**src/rtl/alu_share_arbiter.sv**
```systemverilog
// Two-requester front end for one shared combinational ALU: round-robin
// arbitration, operand capture, one registered result returned to the owner.
module alu_share_arbiter #(
  parameter int FIRST_GRANT = 0
) (
  input  logic        clk,
  input  logic        rst,
  input  logic        req0_valid,
  output logic        req0_ready,
  input  logic [31:0] req0_a,
  input  logic [31:0] req0_b,
  input  logic [3:0]  req0_aluc,
  input  logic        req1_valid,
  output logic        req1_ready,
  input  logic [31:0] req1_a,
  input  logic [31:0] req1_b,
  input  logic [3:0]  req1_aluc,
  output logic        rsp0_valid,
  input  logic        rsp0_ready,
  output logic        rsp1_valid,
  input  logic        rsp1_ready,
  output logic [31:0] rsp_s,
  output logic        rsp_z,
  output logic [31:0] alu_a,
  output logic [31:0] alu_b,
  output logic [3:0]  alu_aluc,
  input  logic [31:0] alu_s,
  input  logic        alu_z,
  output logic        busy,
  output logic        grant_id
);

  localparam logic       FG     = (FIRST_GRANT != 0);
  localparam logic [1:0] S_IDLE = 2'd0;
  localparam logic [1:0] S_EXEC = 2'd1;
  localparam logic [1:0] S_RESP = 2'd2;

  logic [1:0]  state_q, state_d;
  logic        rr_q, rr_d;
  logic        grant_q, grant_d;
  logic [31:0] a_q, a_d;
  logic [31:0] b_q, b_d;
  logic [3:0]  aluc_q, aluc_d;
  logic [31:0] s_q, s_d;
  logic        z_q, z_d;

  logic any_vld;
  logic winner;
  logic accept;
  logic rsp_rdy_g;

  always_comb begin
    any_vld   = req0_valid | req1_valid;
    // rr_q only matters under contention; a lone requester always wins
    winner    = (req0_valid & req1_valid) ? rr_q : req1_valid;
    accept    = (state_q == S_IDLE) && any_vld;
    rsp_rdy_g = grant_q ? rsp1_ready : rsp0_ready;

    state_d = state_q;
    rr_d    = rr_q;
    grant_d = grant_q;
    a_d     = a_q;
    b_d     = b_q;
    aluc_d  = aluc_q;
    s_d     = s_q;
    z_d     = z_q;

    case (state_q)
      S_IDLE: begin
        if (accept) begin
          grant_d = winner;
          a_d     = winner ? req1_a    : req0_a;
          b_d     = winner ? req1_b    : req0_b;
          aluc_d  = winner ? req1_aluc : req0_aluc;
          state_d = S_EXEC;
        end
      end
      S_EXEC: begin
        s_d     = alu_s;
        z_d     = alu_z;
        state_d = S_RESP;
      end
      S_RESP: begin
        if (rsp_rdy_g) begin
          rr_d    = ~grant_q;
          state_d = S_IDLE;
        end
      end
      default: state_d = S_IDLE;
    endcase
  end

  always_ff @(posedge clk) begin
    if (rst) begin
      state_q <= S_IDLE;
      rr_q    <= FG;
      grant_q <= FG;
      a_q     <= '0;
      b_q     <= '0;
      aluc_q  <= '0;
      s_q     <= '0;
      z_q     <= 1'b0;
    end else begin
      state_q <= state_d;
      rr_q    <= rr_d;
      grant_q <= grant_d;
      a_q     <= a_d;
      b_q     <= b_d;
      aluc_q  <= aluc_d;
      s_q     <= s_d;
      z_q     <= z_d;
    end
  end

  assign req0_ready = accept & ~winner;
  assign req1_ready = accept &  winner;
  assign rsp0_valid = (state_q == S_RESP) & ~grant_q;
  assign rsp1_valid = (state_q == S_RESP) &  grant_q;
  assign rsp_s      = s_q;
  assign rsp_z      = z_q;
  assign alu_a      = a_q;
  assign alu_b      = b_q;
  assign alu_aluc   = aluc_q;
  assign busy       = (state_q != S_IDLE);
  assign grant_id   = grant_q;

endmodule

```
**config.mk**
```make
export PLATFORM = sky130hd
export DESIGN_NAME = alu_share_arbiter
export DESIGN_NICKNAME = d
export VERILOG_FILES = /design/src/rtl/alu_share_arbiter.sv
export SDC_FILE = /design/constraint.sdc
export NUM_CORES = 1
export LEC_CHECK = 0
export BUFFER_PORTS_ARGS = -buffer_cell sky130_fd_sc_hd__buf_2
export CORE_MARGIN = 4
export CORE_UTILIZATION = 47
export DETAILED_ROUTE_END_ITERATION = 10
export PLACE_DENSITY = 0.9
export SLEW_MARGIN = 20
export SYNTH_ARGS = -nofsm -noshare
export SYNTH_HDL_FRONTEND = slang
export SYNTH_SLANG_ARGS = --single-unit
```
**constraint.sdc**
```tcl
create_clock -name clk -period 4.6 [get_ports clk]
set_clock_uncertainty 0.2 [all_clocks]
set_input_delay 0.23 -clock clk [delete_from_list [all_inputs] [get_ports clk]]
set_output_delay 0.23 -clock clk [all_outputs]
set_load 0.01 [all_outputs]
```
==> qor.txt <==
commonest non-fill, non-tap cell in the layout: buf_2
Slew HR: 0.287
count of pins over their slew limit: 0
iteration count of the initial detailed-routing pass: 5
global-route wire length before repair: 34,300 um
io pins: 282
Die Width: 108 um
GRT Total Usage: 0.369
Die ar.: 11,800 um2
Row Count: 36
Post-layout nets: 1,150
routed len/inst: 20.4 um
Post-CTS Setup Bufs: 0
CP startpoint kind: flip-flop
CP Class: flip-flop to flip-flop
CTS tree: built
peak fanout along the critical path: 35
outcome: completed
Tightest Pin Transition: 1070 ps
Post-Syn Nets: 750
drt drc: 0
endpoint type of the worst setup path: flip-flop
largest net degree at the start of global routing: 106
Clk Latency, worst-skew pair: 350 ps
die height: 108 um
initial antenna violation count: 0
CORE AREA: 9820 um2
root buffer cell: clkbuf_8
number of global-route vias before repair: 6,779
Setup TNS Final: 0 ps
commonest non-fill, non-tap cells in the layout: buf_2 (280), dlygate4sd3_1 (169), dfxtp_1 (105), a21oi_1 (95), nand3_1 (69)
average via count per standard cell: 6.04
register area share after synthesis: 0.443
Crit path arrival time: 2890 ps
Area Growth Syn to Fin: 68.3%
Hold Vio Cnt, Final: 0
H-tree depth: 3
Leak: 3.59 nW
total routed wirelength: 22,700 um
Overall Power: 2.46 mW
Syn Inst Count: 575
max_cap viols: 0
RSZ-0062 raised after global routing: false
Tmin final: 2860 ps
syn avg cell area: 8.25 um2
period utilization: 0.621
PortBufs: 281
Synth Cell Area: 4740 um2
fmax: 350 MHz
Worst EP required: 4640 ps
Synth Register Bits: 105
ANT nets after route: 0
pwr/cell area: 308 nW/um2
DR iter-0 viols: 643
layout cell share with drive strength beyond 1: 0.344
deepest clock path buffer count: 2
gr ovfl total: 0
Distinct cells, synth: 29
Initial Utilization: 0.483
Reg clk slew, reported paths: 90 ps
CTS Sinks: 105
DPL Wire Length: 11,300 um
maximum vdd drop: 0.000206 V
fillers: 576
final RePlAce weighted congestion: 0.836
vias: 6,727
Synth Warn #: 0
Hold Path Class: input port to flip-flop
total clock buffers created by CTS: 9
setup violators final: 0
[power by group]
group	switching, mW	leakage [nW]	internal [mW]
clock network	0.332	0.103	0.273
registers	0.0629	0.867	1.01
logic	0.413	2.62	0.376
total	0.808	3.59	1.65
[metrics by stage]
stage	cells	instance area [um2]	util	hold slack (ps)	worst slack (ps)
6_report	1114	7990	0.813	7.88	1740
5_1_grt	1113	7980	0.813	23.7	1630
4_1_cts	1112	7960	0.811	0.919	1860
3_5_place_dp	927	6060	0.617	243	2200
3_3_place_gp	926	6040	0.615	239	2310
2_1_floorplan	575	4740	-	166	3080
[path summary, 6_finish.rpt]
| check | startpoint | endpoint | slack [ps] | cells after the start |
|---|---|---|---|---|
| hold / removal | req1_a[13] | alu_a[13] | 8 | 3 |
| setup reg to reg | state_q[1] | alu_b[1] | 1740 | 6 |
| hold reg to reg | rsp_s[23] | rsp_s[23] | 260 | 2 |
| setup / recovery | state_q[1] | alu_b[1] | 1740 | 6 |
[synthesized netlist by cell type (all sizes together)]
library cell    n  share of area
nand3          69          0.073
clkbuf         31          0.025
nor2            5         0.0066
dfxtp         105           0.44
a21oi         105           0.12
o21ai          69          0.073
a311oi         68           0.14
nor2b           3         0.0040
nand2          67          0.053
inv             4         0.0032
and2b           1         0.0018
or2             1         0.0013
buf            41          0.050
a2111oi         1         0.0018
and3            1         0.0013
and2            1         0.0013
nand2b          2         0.0026
mux2i           1         0.0021
[repair_timing]
item	in CTS	in global routing
hold endpoints to repair	102	0
hold buffers	169	0
gates resized for setup	0	0
[area by class of cell]
| type | count | area (um2) | share of cell area |
|---|---|---|---|
| clock inverters | 6 | 72.6 | 0.00909 |
| repair buffers | 461 | 3210 | 0.402 |
| diodes | 1 | 2.50 | 0.000313 |
| multi-input cells | 394 | 2280 | 0.286 |
| well taps | 133 | 166 | 0.0208 |
| inverters | 4 | 15.0 | 0.00188 |
| clock buffers | 10 | 138 | 0.0172 |
| flip-flops and latches | 105 | 2100 | 0.263 |
[state kept, by name, indices dropped and copies added, names as in the netlist]
| register | cells |
|---|---|
| alu_a | 32 |
| alu_b | 32 |
| rsp_s | 32 |
| alu_aluc | 4 |
| state_q | 2 |
| grant_id | 1 |
| rr_q | 1 |
| rsp_z | 1 |
[cell families (layout without fill, tap and decap cells)]
family / count (synthesis) / in the layout / synth area share
other: 0 / 1 / 0
multiplexers: 1 / 1 / 0.00211
flip-flops: 105 / 105 / 0.443
buffers and inverters: 76 / 481 / 0.0778
AO/OA/AOI/OAI: 243 / 243 / 0.332
AND/OR/NAND/NOR: 150 / 150 / 0.145
[per-layer routing]
layer  vias up  wire length, um  track usage  share of wire
met5         -                0            0              0
met4         0             1550        0.244          0.068
met3       154             2590        0.116           0.11
met2       571            10800        0.614           0.47
met1      3082             7810        0.403           0.34
li1       2920                -            -              -
[worst max-delay path, cell delays in order, from the launching register on]
cell           delay (ps)
dfxtp_1               370
nor2_4                140
inv_2                  70
nor2_4                800
buf_4                 390
a311oi_1              140
dlygate4sd3_1         620
(Power assumes the default switching activity.)
